<file path="src/rtl/imm_decode_stage.sv">
// imm_decode_stage: registered RV32/RV64 immediate-generation stage.
// Decodes format and sign-extended immediate from the incoming instruction,
// holds up to two decoded entries (main + skid) so that in_ready is a pure
// register, and supports a synchronous flush for branch redirect.
// Optional feature: define IMM_ILLEGAL_CNT_EN to add a saturating 16-bit
// count of accepted illegal instructions on port illegal_count.
module imm_decode_stage #(
  parameter int unsigned XLEN    = 32,
  parameter int unsigned SHAMT_W = 5
) (
  input  logic            clk,
  input  logic            reset,
  input  logic            flush,
  input  logic            in_valid,
  output logic            in_ready,
  input  logic [31:0]     in_inst,
  input  logic [XLEN-1:0] in_pc,
  output logic            out_valid,
  input  logic            out_ready,
  output logic [31:0]     out_inst,
  output logic [XLEN-1:0] out_pc,
  output logic [XLEN-1:0] out_imm,
  output logic [2:0]      out_fmt,
  output logic            out_illegal
`ifdef IMM_ILLEGAL_CNT_EN
  ,
  output logic [15:0]     illegal_count
`endif
);

  localparam logic [6:0] OP_LOAD   = 7'b0000011;
  localparam logic [6:0] OP_IMM    = 7'b0010011;
  localparam logic [6:0] OP_AUIPC  = 7'b0010111;
  localparam logic [6:0] OP_STORE  = 7'b0100011;
  localparam logic [6:0] OP_ARITH  = 7'b0110011;
  localparam logic [6:0] OP_LUI    = 7'b0110111;
  localparam logic [6:0] OP_BRANCH = 7'b1100011;
  localparam logic [6:0] OP_JALR   = 7'b1100111;
  localparam logic [6:0] OP_JAL    = 7'b1101111;
  localparam logic [6:0] OP_SYSTEM = 7'b1110011;

  localparam logic [2:0] FMT_R   = 3'd0;
  localparam logic [2:0] FMT_I   = 3'd1;
  localparam logic [2:0] FMT_S   = 3'd2;
  localparam logic [2:0] FMT_B   = 3'd3;
  localparam logic [2:0] FMT_U   = 3'd4;
  localparam logic [2:0] FMT_J   = 3'd5;
  localparam logic [2:0] FMT_ILL = 3'd7;

  typedef enum logic [1:0] {
    EMPTY,
    ONE,
    FULL
  } state_e;

  typedef struct packed {
    logic [31:0]     inst;
    logic [XLEN-1:0] pc;
    logic [XLEN-1:0] imm;
    logic [2:0]      fmt;
    logic            illegal;
  } entry_t;

  state_e state_q, state_d;
  logic   in_ready_q, in_ready_d;
  entry_t main_q, main_d;
  entry_t skid_q, skid_d;
  entry_t dec;
  logic   accept;
  logic   drain;

  assign accept = in_valid & in_ready_q;
  assign drain  = (state_q != EMPTY) & out_ready;

  // Combinational decode of the incoming instruction into a full entry.
  always_comb begin
    dec         = '0;
    dec.inst    = in_inst;
    dec.pc      = in_pc;
    dec.fmt     = FMT_ILL;
    dec.illegal = 1'b0;
    unique case (in_inst[6:0])
      OP_ARITH: begin
        dec.fmt = FMT_R;
        dec.imm = '0;
      end
      OP_IMM: begin
        dec.fmt = FMT_I;
        // Shifts carry a bare shamt; funct7 (e.g. SRAI) is intentionally dropped.
        if (in_inst[14:12] == 3'b001 || in_inst[14:12] == 3'b101)
          dec.imm = XLEN'(in_inst[20 +: SHAMT_W]);
        else
          dec.imm = XLEN'($signed(in_inst[31:20]));
      end
      OP_LOAD, OP_JALR, OP_SYSTEM: begin
        dec.fmt = FMT_I;
        dec.imm = XLEN'($signed(in_inst[31:20]));
      end
      OP_STORE: begin
        dec.fmt = FMT_S;
        dec.imm = XLEN'($signed({in_inst[31:25], in_inst[11:7]}));
      end
      OP_BRANCH: begin
        dec.fmt = FMT_B;
        dec.imm = XLEN'($signed({in_inst[31], in_inst[7], in_inst[30:25],
                                 in_inst[11:8], 1'b0}));
      end
      OP_LUI, OP_AUIPC: begin
        dec.fmt = FMT_U;
        dec.imm = XLEN'($signed({in_inst[31:12], 12'b0}));
      end
      OP_JAL: begin
        dec.fmt = FMT_J;
        dec.imm = XLEN'($signed({in_inst[31], in_inst[19:12], in_inst[20],
                                 in_inst[30:21], 1'b0}));
      end
      default: begin
        dec.fmt     = FMT_ILL;
        dec.imm     = '0;
        dec.illegal = 1'b1;
      end
    endcase
  end

  // Next-state and entry routing for the main/skid pair; flush wins last.
  always_comb begin
    state_d = state_q;
    main_d  = main_q;
    skid_d  = skid_q;
    unique case (state_q)
      EMPTY: begin
        if (accept) begin
          state_d = ONE;
          main_d  = dec;
        end
      end
      ONE: begin
        if (accept && drain) begin
          main_d = dec;
        end else if (accept) begin
          state_d = FULL;
          skid_d  = dec;
        end else if (drain) begin
          state_d = EMPTY;
        end
      end
      FULL: begin
        if (drain) begin
          state_d = ONE;
          main_d  = skid_q;
        end
      end
      default: state_d = EMPTY;
    endcase
    if (flush) state_d = EMPTY;
    in_ready_d = (state_d != FULL);
  end

  // State, ready and entry registers.
  always_ff @(posedge clk or posedge reset) begin
    if (reset) begin
      state_q     <= EMPTY;
      in_ready_q  <= 1'b1;
      main_q      <= '0;
      main_q.fmt  <= FMT_ILL;
      skid_q      <= '0;
    end else begin
      state_q    <= state_d;
      in_ready_q <= in_ready_d;
      main_q     <= main_d;
      skid_q     <= skid_d;
    end
  end

  assign in_ready    = in_ready_q;
  assign out_valid   = (state_q != EMPTY);
  assign out_inst    = main_q.inst;
  assign out_pc      = main_q.pc;
  assign out_imm     = main_q.imm;
  assign out_fmt     = main_q.fmt;
  assign out_illegal = main_q.illegal;

`ifdef IMM_ILLEGAL_CNT_EN
  logic [15:0] cnt_q, cnt_d;

  // Saturating count of accepted illegal instructions; counts the handshake
  // even when a same-cycle flush drops the entry, and flush never clears it.
  always_comb begin
    cnt_d = cnt_q;
    if (accept && dec.illegal && cnt_q != 16'hFFFF) cnt_d = cnt_q + 16'd1;
  end

  // Counter register.
  always_ff @(posedge clk or posedge reset) begin
    if (reset) cnt_q <= '0;
    else       cnt_q <= cnt_d;
  end

  assign illegal_count = cnt_q;
`endif

endmodule

</file>
<file path="config.mk">
export PLATFORM = sky130hd
export DESIGN_NAME = imm_decode_stage
export DESIGN_NICKNAME = d
export VERILOG_FILES = /design/src/rtl/imm_decode_stage.sv
export SDC_FILE = /design/constraint.sdc
export NUM_CORES = 1
export LEC_CHECK = 0
export ABC_AREA = 1
export CAP_MARGIN = 10
export CORE_MARGIN = 2
export CORE_UTILIZATION = 48
export CTS_CLUSTER_SIZE = 8
export DETAILED_ROUTE_END_ITERATION = 6
export PLACE_DENSITY_LB_ADDON = 0.1
export SLEW_MARGIN = 10
export SYNTH_ARGS = -nofsm -noshare
export SYNTH_HDL_FRONTEND = slang
export SYNTH_SLANG_ARGS = --single-unit
</file>
<file path="constraint.sdc">
create_clock -name clk -period 6.7 [get_ports clk]
set_clock_uncertainty 0.1 [all_clocks]
set_input_delay 1.005 -clock clk [delete_from_list [all_inputs] [get_ports clk]]
set_output_delay 1.005 -clock clk [all_outputs]
set_load 0.02 [all_outputs]
</file>
Word level (Yosys, flattened, before mapping)
Index checks and enable logic that the tools add are counted.
{"block": "totals", "regBits": 203, "inputBits": 69}
{"block": "classes", "eq_ne": 18, "n_mux": 14, "bitwise_logic": 3, "n_reduce_logical": 10}
{"operator": "two-way mux 100 bit", "count": 3}
{"operator": "one-hot mux 100 bit (3 select lines)", "count": 1}
{"operator": "one-hot mux 35 bit (7 select lines)", "count": 1}
{"operator": "two-way mux 32 bit", "count": 1}
{"operator": "equality test 7 bit (second input constant)", "count": 4}
{"operator": "equality test 7 x 6 -> 1 bit (second input constant)", "count": 3}
{"operator": "equality test 7 x 5 -> 1 bit (second input constant)", "count": 2}
{"operator": "two-way mux 2 bit", "count": 6}
{"operator": "OR reduction 10 bit", "count": 1}
{"operator": "inequality test 2 bit (second input constant)", "count": 4}
{"operator": "equality test 7 x 2 -> 1 bit (second input constant)", "count": 1}
{"operator": "one-hot mux 2 bit (3 select lines)", "count": 1}
{"operator": "AND reduction 4 bit", "count": 1}
{"operator": "equality test 3 x 1 -> 1 bit (second input constant)", "count": 1}
{"operator": "equality test 3 bit (second input constant)", "count": 1}
{"operator": "AND reduction 3 bit", "count": 1}
{"operator": "nonzero test 3 bit", "count": 1}
{"operator": "OR reduction 3 bit", "count": 1}
{"operator": "bitwise AND 1 bit", "count": 2}
{"operator": "equality test 2 x 1 -> 1 bit (second input constant)", "count": 1}
{"operator": "equality test 2 bit (second input constant)", "count": 1}
{"operator": "logical NOT 2 bit", "count": 1}
{"operator": "nonzero test 2 bit", "count": 1}
{"operator": "OR reduction 2 bit", "count": 1}
{"operator": "4 further kinds", "count": 4}

Logic depth before layout (Yosys ltp)
{"block": "logic_depth", "word_depth": 8, "depth_mapped": 11, "ltp_nobuf": 10}

Worst setup path before layout
Ideal clock, no wire load.
{"block": "synth_path", "path_kind": "in2reg", "startpoint": "input port in_inst[5]", "endpoint": "register skid_q[1] in the netlist's numbering", "setup_time_ns": 0.116, "arrival_time_ns": 1.964, "required_time_ns": 6.484, "slack_ns": 4.519, "stages": 11, "n_path_buf": 2, "path_cell_list": "clkbuf_2 nand3_2 inv_2 nand2_1 buf_6 nand2_4 inv_1 nand2_1 nand3_1 nand2_1 nand2_1"}
{"block": "synth_via", "elab_chain_cells": 3, "word_cells_on_any_way": 13}
{"element": "start: declaration", "line_no": "16", "text": "input logic [31:0] in_inst,"}
{"element": "equality test 7 x 2 -> 1 bit (tied with other cells)", "line_no": "82", "text": "unique case (in_inst[6:0])"}
{"element": "OR reduction 3 bit / OR reduction 2 bit (equally long branches)"}
{"element": "one-hot mux 35 bit (7 select lines) (*)", "line_no": "82"}
{"element": "end signal: assignment", "line_no": "171", "text": "skid_q <= skid_d;"}
{"element": "end: declaration", "line_no": "67", "text": "entry_t skid_q, skid_d;"}
Every way passes the cells marked *; elsewhere a longest branch is shown, timed or not.
A chain may end at the register's enable or synchronous reset.

Worst setup path in the final report
{"block": "layout_path", "startpoint": "input port out_ready", "endpoint": "register main_q, in the netlist out_pc[12]"}
{"block": "layout_via", "elab_chain_cells": 4, "word_cells_on_any_way": 5}
{"element": "start: declaration", "line_no": "19", "text": "input logic out_ready,"}
{"element": "bitwise AND 1 bit (*)", "line_no": "73", "text": "assign drain = (state_q != EMPTY) & out_ready;"}
{"element": "logical AND 1 bit", "line_no": "138", "text": "if (accept && drain) begin"}
{"element": "inequality test 2 bit (no source line)"}
{"element": "AND reduction 4 bit (no source line) (*)"}
{"element": "end signal: assignment", "line_no": "170", "text": "main_q <= main_d;"}
{"element": "end: declaration", "line_no": "66", "text": "entry_t main_q, main_d;"}
Marked as above.

==> key figures <==
Status
  – Status: completed

Timing
  – F_max: 295 MHz
  – Final Hold Viols: 0
  – Fin. max-slew vios: 0
  – RSZ-0062 raised after global routing: no
  – Setup TNS: 0 ns
  – Relative slew slack: 0.319
  – Min Tclk post-route: 3.39 ns
  – Post-route clock period utilization: 0.507
  – Final setup vio count: 0
  – Worst-Margin Slew: 1.02 ns

Placed design
  – PortBufs: 170
  – Dpl hpwl: 15000 um
  – RePlAce Congestion: 0.832

GRT
  – GRT overflow: 0
  – Vias in the first global route: 7933
  – Total global-route track usage: 0.226
  – Maximum number of pins on one net before global-route repair: 145
  – First-pass GRT wire length: 39900 um
  – Initial antenna violation count: 0

Worst setup path
  – Worst path max stage delay: 0.85 ns
  – Worst EP required: 6.95 ns
  – Crit-path slowest cell: buf_4
  – Critical path peak fanout: 110
  – Type of origin of the critical path: input port
  – Buf/Inv on CP: 2
  – Crit-path cells: clkdlybuf4s50_1, o21a_1, nand2_4, buf_4, o21ai_0
  – Critical Path AT: 3.65 ns
  – Crit Path Class: input port to flip-flop
  – CP delay by family, top: buffers and inverters
  – Crit path capture type: flip-flop

Floorplanning
  – Core Area: 19600 um2
  – DIE HEIGHT: 146 um
  – Initial Util: 0.493
  – I/O pins: 171
  – Die ar.: 21300 um2
  – Die Wd: 146 um
  – Rows: 51

Detailed routing
  – Drt pass-1 iters: 6
  – Vias/cell: 5.03
  – DRC viols: 0
  – Number of routed nets with antenna violations: 0
  – Wirelength per Cell: 14.3 um
  – Vias: 8378
  – DRC marker count from the first detailed-route iteration: 581
  – WL final: 23800 um

Clocking
  – Max clock buf depth: 3
  – CTS root buf: clkbuf_16
  – Worst-path clk slew: 0.05 ns
  – Max H-tree Level: 1
  – Num Clock Sinks: 203
  – Cts repair resizes: 0
  – Cts hold-fix bufs: 0
  – Postcts setup bufs: 0
  – CTS tree: yes
  – Clock Latency Late Sink: 0.52 ns
  – CTS Buf Count: 29

Yosys
  – Syn Area/Cell: 7.75 um2
  – Warnings from Yosys: 0
  – Distinct cells, synth: 30
  – Gate Count Post-Synth: 1247
  – Post-synthesis instance area: 9660 um2
  – Post-synthesis sequential area ratio: 0.526
  – Syn Nets: 1316
  – FF+latch count, synth: 203

Layout
  – Share of cells above drive strength 1: 0.0450
  – Nets@finish: 1448
  – Filler cells: 1813
  – Layout Utilization: 0.621
  – Area grow syn2layout: 25.9%
  – ANT cells: 0
  – Most frequent cells in the layout: 420 x nand2_1, 199 x dfrtp_1, 198 x o21ai_0, 170 x clkdlybuf4s50_1, 119 x nor2_1
  – Area of the multi-input gates: 3760 um2
  – FF+latch area: 5080 um2
  – Commonest non-fill, non-tap cell in the layout: nand2_1

Power and ir drop
  – Power Total: 3580 uW
  – Maximum VDD drop: 204 uV
  – Pwr dens: 294 nW/um2
  – Leak: 0.00592 uW

Run
  – Total of max-cap violations: 0

Worst hold path
  – Worst Hold Class: flip-flop to flip-flop
-- area by class of cell --
type,count,area share
Timing Repair Buffer,176,0.144
Clock inverter,1,0.00247
Multi-Input combinational cell,862,0.309
Inverter,107,0.0336
Sequential cell,203,0.418
Clock buffer,50,0.0661
Tap cell,265,0.0273
-- cell usage after synthesis --
cell,n,area [um2]
nor2_4,2,22.5
clkbuf_2,1,5.00
o211a_1,1,10.0
buf_4,12,90.1
buf_1,2,7.51
inv_1,101,379
clkbuf_1,23,86.3
nand3_1,50,250
nor3_1,2,10.0
a31oi_1,10,62.6
a21oi_1,18,90.1
nor4_4,1,21.3
buf_6,8,90.1
nand2_1,421,1580
dfstp_2,4,105
o21ai_1,7,35.0
nand2_4,1,11.3
o21a_1,4,30.0
a21oi_2,1,8.76
a41oi_1,1,8.76
dfrtp_1,199,4980
inv_2,6,22.5
o211ai_1,1,7.51
nand2_2,4,25.0
buf_2,29,145
nand4_1,15,93.8
nor2_1,119,447
nor2_2,4,25.0
o21ai_0,198,991
nand3_2,2,20.0
-- kinds of logic (layout without fill, tap and decap cells) --
kind of cell | after synthesis | count (layout) | share of synthesized area
buf+inv | 182 | 334 | 0.0855
simple gates | 621 | 621 | 0.259
compound gates | 241 | 241 | 0.129
flops | 203 | 203 | 0.526
-- worst min-delay path: stages, from the launching register on --
cell,delay [ns]
dfstp_2,0.37
nand2_1,0.05
nand2_1,0.05
-- where the power goes --
part           leakage [uW]  internal (uW)  switching (uW)  total [uW]
logic               0.00298            287             388         675
clock network      0.000396            837             510        1350
registers           0.00254           1460            98.1        1560
total               0.00592           2580             997        3580
-- registers in the layout, indices dropped and copies added, names as in the netlist --
| signal | cells |
|---|---|
| in_ready | 1 |
| out_fmt | 3 |
| out_illegal | 1 |
| out_imm | 32 |
| out_inst | 32 |
| out_pc | 32 |
| skid_q | 100 |
| state_q | 2 |
-- layer usage --
layer	global-route usage	wire length, um	share of wire
met1	0.303	10700	0.45
met2	0.378	11200	0.47
met3	0.0473	1480	0.062
met4	0.0505	454	0.019
met5	0	0	0
-- worst paths after layout --
| check | to | slack (ns) | depth (start not counted) | startpoint |
|---|---|---|---|---|
| min in group asynchronous | skid_q[64] | 0.97 | 2 | reset |
| max in group asynchronous | out_pc[3] | 4.15 | 3 | reset |
| min | out_fmt[0] | 0.37 | 2 | out_fmt[0] |
| max | out_pc[12] | 3.31 | 5 | out_ready |
| min reg2reg | out_fmt[0] | 0.37 | 2 | out_fmt[0] |
| max reg2reg | out_pc[12] | 3.66 | 7 | state_q[1] |
-- metrics by stage --
step | area (um2) | setup WS (ns) | hold slack [ns] | std cells
floorplan | 9660 | 0.0626 | 0.348 | 1247
global placement | 11300 | 2.88 | 0.355 | 1613
detailed placement | 11300 | 2.82 | 0.361 | 1613
CTS | 12200 | 3.33 | 0.370 | 1664
global route | 12200 | 3.06 | 0.385 | 1664
finish | 12200 | 3.31 | 0.370 | 1664
Note: power is estimated with default switching activity, not from simulation.
